===== src/rtl/instr_fetch.sv =====
// Multicycle fetch stage: PC, ROM addressing, one-cycle ROM latency, valid/ack hand-off to decode.
// Define FETCH_HALT_EN to enable end-of-test marker detection and the sticky halted flag.
module instr_fetch #(
    parameter int                ADDR_W    = 14,
    parameter logic [ADDR_W-1:0] RESET_PC  = '0,
    parameter logic [31:0]       HALT_WORD = 32'hc0001073
) (
    input  logic              clk,
    input  logic              rst,
    input  logic              fetch_en,
    output logic [ADDR_W-1:0] rom_addr,
    input  logic [31:0]       rom_data,
    output logic [31:0]       instr,
    output logic [ADDR_W-1:0] instr_pc,
    output logic              instr_valid,
    input  logic              instr_ack,
    input  logic              redirect_valid,
    input  logic [ADDR_W-1:0] redirect_pc,
    output logic              halted
);

    localparam logic [2:0] S_IDLE = 3'd0;
    localparam logic [2:0] S_REQ  = 3'd1;
    localparam logic [2:0] S_WAIT = 3'd2;
    localparam logic [2:0] S_HOLD = 3'd3;
`ifdef FETCH_HALT_EN
    localparam logic [2:0] S_HALT = 3'd4;
`endif

    logic [2:0]        r_state;
    logic [ADDR_W-1:0] r_pc;
    logic [ADDR_W-1:0] r_instr_pc;
    logic [31:0]       r_instr;
    logic              r_valid;
    logic [ADDR_W-1:0] w_redirect_pc;
    logic [ADDR_W-1:0] w_pc_next4;
    logic              w_frozen;

`ifdef FETCH_HALT_EN
    logic r_halted;
    logic r_halt_hit;
    assign w_frozen = (r_state == S_HALT);
    assign halted   = r_halted;
`else
    assign w_frozen = 1'b0;
    assign halted   = 1'b0;
`endif

    assign w_redirect_pc = redirect_pc & ~ADDR_W'(3);
    assign w_pc_next4    = r_pc + ADDR_W'(4);

    assign rom_addr    = r_pc;
    assign instr       = r_instr;
    assign instr_pc    = r_instr_pc;
    assign instr_valid = r_valid;

    // Redirect outranks every state-specific action, including an ack in HOLD.
    always_ff @(posedge clk or posedge rst) begin
        if (rst) begin
            r_state    <= S_IDLE;
            r_pc       <= RESET_PC;
            r_instr    <= '0;
            r_instr_pc <= '0;
            r_valid    <= 1'b0;
`ifdef FETCH_HALT_EN
            r_halted   <= 1'b0;
            r_halt_hit <= 1'b0;
`endif
        end else if (!w_frozen) begin
            if (redirect_valid) begin
                r_pc    <= w_redirect_pc;
                r_valid <= 1'b0;
                r_state <= S_REQ;
            end else begin
                case (r_state)
                    S_IDLE: begin
                        if (fetch_en) begin
                            r_state <= S_REQ;
                        end
                    end
                    S_REQ: begin
                        r_state <= S_WAIT;
                    end
                    S_WAIT: begin
                        r_instr    <= rom_data;
                        r_instr_pc <= r_pc;
                        r_valid    <= 1'b1;
                        r_state    <= S_HOLD;
`ifdef FETCH_HALT_EN
                        r_halt_hit <= (rom_data == HALT_WORD);
`endif
                    end
                    S_HOLD: begin
                        if (instr_ack) begin
                            r_valid <= 1'b0;
`ifdef FETCH_HALT_EN
                            if (r_halt_hit) begin
                                r_halted <= 1'b1;
                                r_state  <= S_HALT;
                            end else begin
                                r_pc    <= w_pc_next4;
                                r_state <= fetch_en ? S_REQ : S_IDLE;
                            end
`else
                            r_pc    <= w_pc_next4;
                            r_state <= fetch_en ? S_REQ : S_IDLE;
`endif
                        end
                    end
                    default: begin
                        r_valid <= 1'b0;
                        r_state <= S_IDLE;
                    end
                endcase
            end
        end
    end

endmodule


===== config.mk =====
export PLATFORM = sky130hd
export DESIGN_NAME = instr_fetch
export DESIGN_NICKNAME = d
export VERILOG_FILES = /design/src/rtl/instr_fetch.sv
export SDC_FILE = /design/constraint.sdc
export NUM_CORES = 1
export LEC_CHECK = 0
export BUFFER_PORTS_ARGS = -buffer_cell sky130_fd_sc_hd__buf_2
export CAP_MARGIN = 20
export CORE_MARGIN = 2
export CORE_UTILIZATION = 47
export DETAILED_ROUTE_END_ITERATION = 10
export GPL_TIMING_DRIVEN = 0
export PLACE_DENSITY = 0.82
export SKIP_CTS_REPAIR_TIMING = 1
export SKIP_LAST_GASP = 1
export SLEW_MARGIN = 0
export SYNTH_ARGS = -nofsm -noshare
export SYNTH_HDL_FRONTEND = slang
export SYNTH_SLANG_ARGS = --single-unit

===== constraint.sdc =====
create_clock -name clk -period 2.06 [get_ports clk]
set_clock_uncertainty 0.15 [all_clocks]
set_input_delay 0 -clock clk [delete_from_list [all_inputs] [get_ports clk]]
set_output_delay 0 -clock clk [all_outputs]
set_load 0.01 [all_outputs]

==> flow_summary.toml <==
[global_routing]
antenna_found_initial = 0
grt_usage = 0.189
gr-total-overflow = 0
grt_pass1_vias = 1810
grt_start_max_net_pins = 42
grt_pass1_wl_um = 8780

[clocking]
clockRootBuffer = "clkbuf_8"
htreeDepth = 3
path_clk_slew_ns = 0.07
clk_latency_ns = 0.33
clock_path_buffers = 2
cts_tree = "yes"
cts.sinks = 59
cts_buffers = 9

[placed_design]
routabilityCongestion = 0.774
port_buffers = 104
dpl-instance-area_um2 = 3200
dp_hpwl_um = 4060

[floorplanning]
core_um2 = 5170
start_util = 0.494
fp.dieW_um = 77.7
pin_count = 113
dieArea_um2 = 6040
die_y_um = 77.7
rows = 26

[routing]
drtPass1Iterations = 4
antenna_left = 0
drtIter0Drc = 101
via_count = 2150
routed_wl_um = 7040
viasPerCell = 4.90
avgRoutedWirePerCell_um = 16.0
route.detailed.drc = 0

[critical_path]
start_kind = "flop"
critical_path_required_ns = 2.13
critPathKind = "reg2reg"
critPathMaxFanout = 10
cp-end-kind = "flop"
cp_slowest_cell = "dfrtp_1"
max_stage_delay_ns = 0.43
cp_cell_sequence = "inv_1 -> ha_1 -> nor2b_1 -> buf_2 -> buf_4 -> mux2_2"
crit_arrival_ns = 1.99

[sta]
finalMaxSlewViolations = 0
min_period_over_period = 0.930
setup_viol = 0
rsz0062_at_grt = "yes"
timing.hold.ws_ns = 0.0615
period_needed_ns = 1.91
max_freq_ghz = 0.522
hold_viol = 0

[synth]
post-synth-top-area-cell = "dfrtp_1"
synthTopCellsByArea = "dfrtp_1, mux2_2, xor2_1"
async_flop_share = 1.00
syn-cell-area_um2 = 2550
netlist.area_leader.share = 0.578
yosysWarnings = 0
ys_ff_latch = 59
synth_flop_cell = "dfrtp_1"
synth-edff-count = 0
yosysSeqAreaShare = 0.578
avgSynthCellArea_um2 = 13.2
synth_cells = 193
ys_types = 29

[cells_and_area]
mostFrequentLayoutCell = "buf_2"
multi_input_area_um2 = 988
num-nets-final = 421
area_growth_pct = 54.1
finalInstanceArea_um2 = 3940
regArea_um2 = 1480
final_layout_size_suffix_gt1_frac = 0.491
diodes = 0
fillers = 341
final_cell_mix = "buf_2, dfrtp_1, dlygate4sd3_1"

[run_status]
status = "finished clean"

[run]
maxCapViolations = 0

[min_path]
hold_class = "in2async"

[power_and_ir_drop]
power_mw = 4.84
p_leak_nw = 1.96
ir_drop_v = 0.000670
power_density_nw_per_um2 = 1230
-- state kept, by name, summed over array words and instances, names as in the netlist --
signal	count
instr_pc	12
r_state	2
instr_valid	1
rom_addr	12
instr	32
-- cell usage after synthesis (2+ instances only) --
cell and n:
mux2_2 44, nand3_1 3, buf_4 9, inv_1 5, dfrtp_1 59, nor2_1 4, nand4_1 4, o21ai_0 12
and4_4 2, xor2_1 10, buf_2 2, clkbuf_1 2, nand2_1 14, ha_1 6, mux2i_1 3
-- kinds of logic after synthesis --
group / share of synthesized area
and+or+nand+nor: 0.0755
muxes: 0.206
AOI/OAI and AO/OA: 0.0348
xor gates and xnor gates: 0.0343
other: 0.00147
buffers and inverters: 0.0407
DFF: 0.578
adders and majority gates: 0.0294
-- stage by stage --
| step | util | setup WS [ns] | TNS, ns | cells |
|---|---|---|---|---|
| after global placement | 0.614 | -0.224 | -13.11 | 371 |
| after CTS | 0.661 | 0.121 | 0 | 388 |
| after floorplan | - | 0.343 | 0 | 197 |
| after detailed placement | 0.618 | 0.141 | 0 | 372 |
| after global routing | 0.761 | -0.0246 | -0.106 | 439 |
| final | 0.761 | 0.145 | 0 | 439 |
-- final cells by class --
| class | count | share of cell area |
|---|---|---|
| Buffer | 13 | 0.0226 |
| Clock buffer | 9 | 0.0315 |
| Clock inverter | 7 | 0.0254 |
| Inverter | 5 | 0.00477 |
| Multi-Input combinational cell | 120 | 0.251 |
| Sequential cell | 59 | 0.375 |
| Tap cell | 70 | 0.0223 |
| Timing Repair Buffer | 156 | 0.267 |
-- worst paths after layout --
check,startpoint,to,slack [ns],cells after the start
max reg2reg,r_state[0],instr[28],0.15,6
min,rst,instr[25],0.06,3
max in group asynchronous,rst,rom_addr[9],1.14,4
min in group clk,instr_ack,r_state[0],0.08,4
max,r_state[0],instr[28],0.15,6
min reg2reg,instr_pc[9],instr_pc[9],0.35,1
-- worst max-delay path: cells and delay by family (launching register included) --
family                     cells  cell delay [ns]
DFF                            1             0.43
buffers and inverters          3             0.55
and+or+nand+nor                1             0.12
adders and majority gates      1             0.18
muxes                          1             0.37
-- power by group --
group	switching, mW	internal, mW	total [mW]
clock network	0.499	0.691	1.19
logic	0.803	0.912	1.72
registers	0.302	1.64	1.94
-- per-layer routing --
metal  up-vias  routed length [um]  global-route usage
met5         -                   0                   0
met4         0                  82              0.0911
met3         8                 485              0.0453
met2        98                3600               0.310
met1      1039                2860               0.235
li1       1005                   -                   -
No activity file was read; power rests on OpenSTA's default activity.
